===== src/rtl/wb_sequencer.sv =====
// Write-back sequencer: queues up to two retired register writes per transaction
// and drains them one per cycle onto the register file's single write port.
module wb_sequencer #(
  parameter int DEPTH = 4,
  parameter int NREG  = 6
) (
  input  logic                     clock,
  input  logic                     reset,
  input  logic                     in_valid,
  output logic                     in_ready,
  input  logic [3:0]               in_dstE,
  input  logic [31:0]              in_valE,
  input  logic [3:0]               in_dstM,
  input  logic [31:0]              in_valM,
  output logic [3:0]               dstM,
  output logic [31:0]              valM,
  input  logic [3:0]               srcA,
  input  logic [3:0]               srcB,
  output logic                     stallA,
  output logic                     stallB,
  output logic                     busy,
  output logic [$clog2(DEPTH):0]   count
);

  localparam int AW = $clog2(DEPTH);
  localparam int CW = AW + 1;

  logic [AW-1:0] rd_ptr_q, rd_ptr_d;
  logic [AW-1:0] wr_ptr_q, wr_ptr_d;
  logic [AW-1:0] m_addr;
  logic [CW-1:0] count_q, count_d;
  logic [3:0]    dst_out_q;
  logic [31:0]   val_out_q;
  logic [3:0]    fifo_dst_q [DEPTH];
  logic [31:0]   fifo_val_q [DEPTH];
  logic          accept, e_en, m_en, pop;
  logic [1:0]    n_add;
  logic [DEPTH-1:0] hit_a, hit_b;

  // Two free slots are always demanded so a two-write accept can never overflow.
  assign in_ready = (CW'(DEPTH) - count_q) >= CW'(2);
  assign accept   = in_valid && in_ready;
  assign e_en     = accept && (int'(in_dstE) < NREG);
  assign m_en     = accept && (int'(in_dstM) < NREG);
  assign pop      = (count_q != '0);
  assign n_add    = {1'b0, e_en} + {1'b0, m_en};
  assign m_addr   = wr_ptr_q + AW'(e_en);

  always_comb begin
    rd_ptr_d = rd_ptr_q + AW'(pop);
    wr_ptr_d = wr_ptr_q + AW'(n_add);
    count_d  = count_q + CW'(n_add) - CW'(pop);
  end

  always_ff @(posedge clock or posedge reset) begin
    if (reset) begin
      rd_ptr_q  <= '0;
      wr_ptr_q  <= '0;
      count_q   <= '0;
      dst_out_q <= 4'hF;
      val_out_q <= '0;
    end else begin
      rd_ptr_q <= rd_ptr_d;
      wr_ptr_q <= wr_ptr_d;
      count_q  <= count_d;
      if (pop) begin
        dst_out_q <= fifo_dst_q[rd_ptr_q];
        val_out_q <= fifo_val_q[rd_ptr_q];
      end else begin
        dst_out_q <= 4'hF;
        val_out_q <= '0;
      end
    end
  end

  // E and M land in adjacent slots, E first, so M wins on a shared destination.
  always_ff @(posedge clock) begin
    if (e_en) begin
      fifo_dst_q[wr_ptr_q] <= in_dstE;
      fifo_val_q[wr_ptr_q] <= in_valE;
    end
    if (m_en) begin
      fifo_dst_q[m_addr] <= in_dstM;
      fifo_val_q[m_addr] <= in_valM;
    end
  end

  generate
    for (genvar gi = 0; gi < DEPTH; gi++) begin : g_sb
      logic [AW-1:0] offset;
      logic          live;
      assign offset    = AW'(gi) - rd_ptr_q;
      assign live      = CW'(offset) < count_q;
      assign hit_a[gi] = live && (fifo_dst_q[gi] == srcA);
      assign hit_b[gi] = live && (fifo_dst_q[gi] == srcB);
    end
  endgenerate

  assign stallA = (int'(srcA) < NREG) && ((|hit_a) || (dst_out_q == srcA));
  assign stallB = (int'(srcB) < NREG) && ((|hit_b) || (dst_out_q == srcB));
  assign busy   = pop || (dst_out_q != 4'hF);
  assign count  = count_q;
  assign dstM   = dst_out_q;
  assign valM   = val_out_q;

endmodule


===== config.mk =====
export PLATFORM = sky130hd
export DESIGN_NAME = wb_sequencer
export DESIGN_NICKNAME = d
export VERILOG_FILES = /design/src/rtl/wb_sequencer.sv
export SDC_FILE = /design/constraint.sdc
export NUM_CORES = 1
export LEC_CHECK = 0
export CAP_MARGIN = 20
export CORE_UTILIZATION = 50
export DETAILED_ROUTE_END_ITERATION = 10
export DONT_BUFFER_PORTS = 1
export PLACE_DENSITY = 0.72
export SLEW_MARGIN = 40
export SYNTH_ARGS = -nofsm -noshare
export SYNTH_HDL_FRONTEND = slang
export SYNTH_SLANG_ARGS = --single-unit

===== constraint.sdc =====
create_clock -name clock -period 14.6 [get_ports clock]
set_clock_uncertainty 0.2 [all_clocks]
set_input_delay 0.73 -clock clock [delete_from_list [all_inputs] [get_ports clock]]
set_output_delay 0.73 -clock clock [all_outputs]
set_load 0.005 [all_outputs]

==> qor.yml <==
vias: 4721
critPathMaxFanout: 37
r2r_cells: 10
setup_violations: 0
drv_cap: 0
ff2ff_setup_slack_ps: 10340
p_total_uw: 1840
leakagePower_uw: 0.00355
mostFrequentLayoutCells: "edfxtp_1, mux2_1, dfrtp_1"
yosys.area.top_type: "edfxtp_1"
port_buffers: 0
start_util_pct: 51.3
ys_top_cells_by_area: "edfxtp_1, mux2_1, dfrtp_1"
hold_viol: 0
htreeDepth: 4
critical_path.max_stage_delay_ps: 620
cp.arrival_ps: 4120
rows: 49
layout_commonest_cell: "edfxtp_1"
start_kind: "flip-flop"
cts_tree: "built"
coreArea_sq_mm: 0.0181
groute.usage.overall_pct: 21.2
die_x_um: 138
die-area_sq_mm: 0.0191
slew_headroom_pct: 50.9
grt_pass1_vias: 5160
yosys_warnings: 0
worstHoldPathType: "in -> async"
first_pass_iters: 10
grt_setup_unrepaired: "no"
post_cts.repair.setup_buffers: 0
power_density_mw_per_mm2: 182
period_share_pct: 29.2
timing.fmax_mhz: 235
syn_area_per_cell_sq_um: 16.6
tns_ps: 0
ys_ff_latch: 187
fin_crit_ps: 4260
drt_iter0_drc: 258
drc: 17
endpoint_kind: "flip-flop"
place_congestion: 0.891
grt_pass1_wl_mm: 29.6
drive_gt1_share_pct: 25.1
postCtsHoldBufs: 0
insertion_delay_ps: 430
timing.rr.start: "count[0]"
startpoint: "count[0]"
nFillCells: 1405
clk_pin_slew_worst_paths_ps: 70
setup_slack_ps: 10340
drtAntennaViolNets: 0
r2r-end: "fifo_val_q[2][12]"
timing.hold.ws_ps: 35.6
clkSinkCount: 187
grt_max_degree: 44
violations: "design-rule violations"
synth-seq-area-share_pct: 58.3
crit_slowest_cell: "buf_4"
maxSlewViolCount: 0
cts_buffers: 17
n_antenna_cell: 0
area_growth_pct: 8.72
critical_path.endpoint: "fifo_val_q[2][12]"
antenna_found_initial: 0
cts_max_path_buffers: 2
nets: 650
wirelength_mm: 19.1
synthCells: 558
synth_area_sq_mm: 0.00928
grt_overflow: 0
critical_path.most_common_cell: "ha_1"
status: "finished, violations left"
yosys.area.top_type_share_pct: 46.6
required_ps: 14470
critPathKind: "reg -> reg"
dp_hpwl_mm: 12.0
synth_cell_types: 39
routedWlPerCell_um: 24.0
pre_cts_ws_ps: 10330
die_y_um: 138
syn-num-nets: 656
cts-root-buf: "clkbuf_16"
io_pins: 126
via_per_inst: 5.95
worstPathCellList: "inv_1 > ha_1 > ha_1 > or3b_4 > and3_1 > ha_1 > nor3b_2 > buf_4 > o21bai_4 > buf_4"
tightestPinTransition_ps: 737
peakVddDrop_mv: 0.0804
cts_resized: 0
==> sequential cells by signal (all words and copies together) (netlist names) <==
name        count
fifo_dst_q     16
valM           32
fifo_val_q    128
dstM            4
count           3
wr_ptr_q        2
rd_ptr_q        2
==> where the power goes <==
| group | internal [uW] | switching, uW |
|---|---|---|
| registers | 746 | 94.3 |
| clock network | 255 | 200 |
| logic | 273 | 269 |
==> cell families (layout without fill, tap and decap cells) <==
group,Yosys count,after routing,synth area share [%]
adder cells (fa/ha/maj),15,15,2.10
XOR/XNOR,47,47,4.44
AND/OR/NAND/NOR,65,65,4.38
multiplexers,176,176,26.9
flip-flops,187,187,58.3
buffers and inverters,47,54,2.58
AO/OA/AOI/OAI,21,21,1.39
==> layout make-up <==
class / count / area [sq um] / area share (%)
clock buffer: 20 / 437 / 4.33
inverter: 13 / 51.3 / 0.508
multi-input combinational: 324 / 3690 / 36.6
clock inverter: 12 / 140 / 1.39
sequential: 187 / 5410 / 53.6
tap: 229 / 287 / 2.84
timing repair buffer: 9 / 71.3 / 0.707
==> stage by stage <==
stage | instances | utilization [%] | instance area, sq um
2_1_floorplan | 558 | - | 9280
3_3_place_gp | 762 | 52.5 | 9500
3_5_place_dp | 762 | 52.6 | 9510
4_1_cts | 794 | 55.8 | 10100
5_1_grt | 794 | 55.8 | 10100
6_report | 794 | 55.8 | 10100
==> layer usage <==
metal	GRT usage (%)	vias up	part of all wire, %
li1	-	2114	-
met1	24.3	2436	39
met2	38.0	135	53
met3	5.09	36	5.4
met4	9.28	0	2.5
met5	0	-	0
==> worst max-delay path: cells and delay by family, from the launching register on <==
family,cells,cell delay (ps)
compound gates,1,250
simple gates,3,840
fa+ha+maj,3,910
buf+inv,3,1230
flops,1,460
==> synthesized netlist by cell type (all sizes together) <==
library cell / instances
and3: 3
buf: 22
o211a: 2
o22ai: 1
nor2b: 2
mux2: 140
dfstp: 4
nand4: 2
or3b: 1
a221oi: 2
o21ai: 7
a21oi: 7
o21bai: 1
nand2b: 2
clkbuf: 12
xor2: 35
edfxtp: 144
nor2: 3
fa: 1
nor3b: 1
mux4: 36
dfrtp: 39
nand3b: 1
inv: 13
ha: 14
or2: 4
and2: 34
nand3: 2
nand2: 2
nor4: 8
a21boi: 1
xnor2: 12
==> worst min path at each step <==
stage	start	to	slack, ps
after floorplan	wr_ptr_q[1]	wr_ptr_q[1]	320
after global placement	wr_ptr_q[0]	wr_ptr_q[0]	340
after detailed placement	wr_ptr_q[0]	wr_ptr_q[0]	360
after CTS	reset	valM[17]	50
after global routing	reset	valM[17]	80
final	reset	valM[17]	40
(Power assumes the default switching activity.)
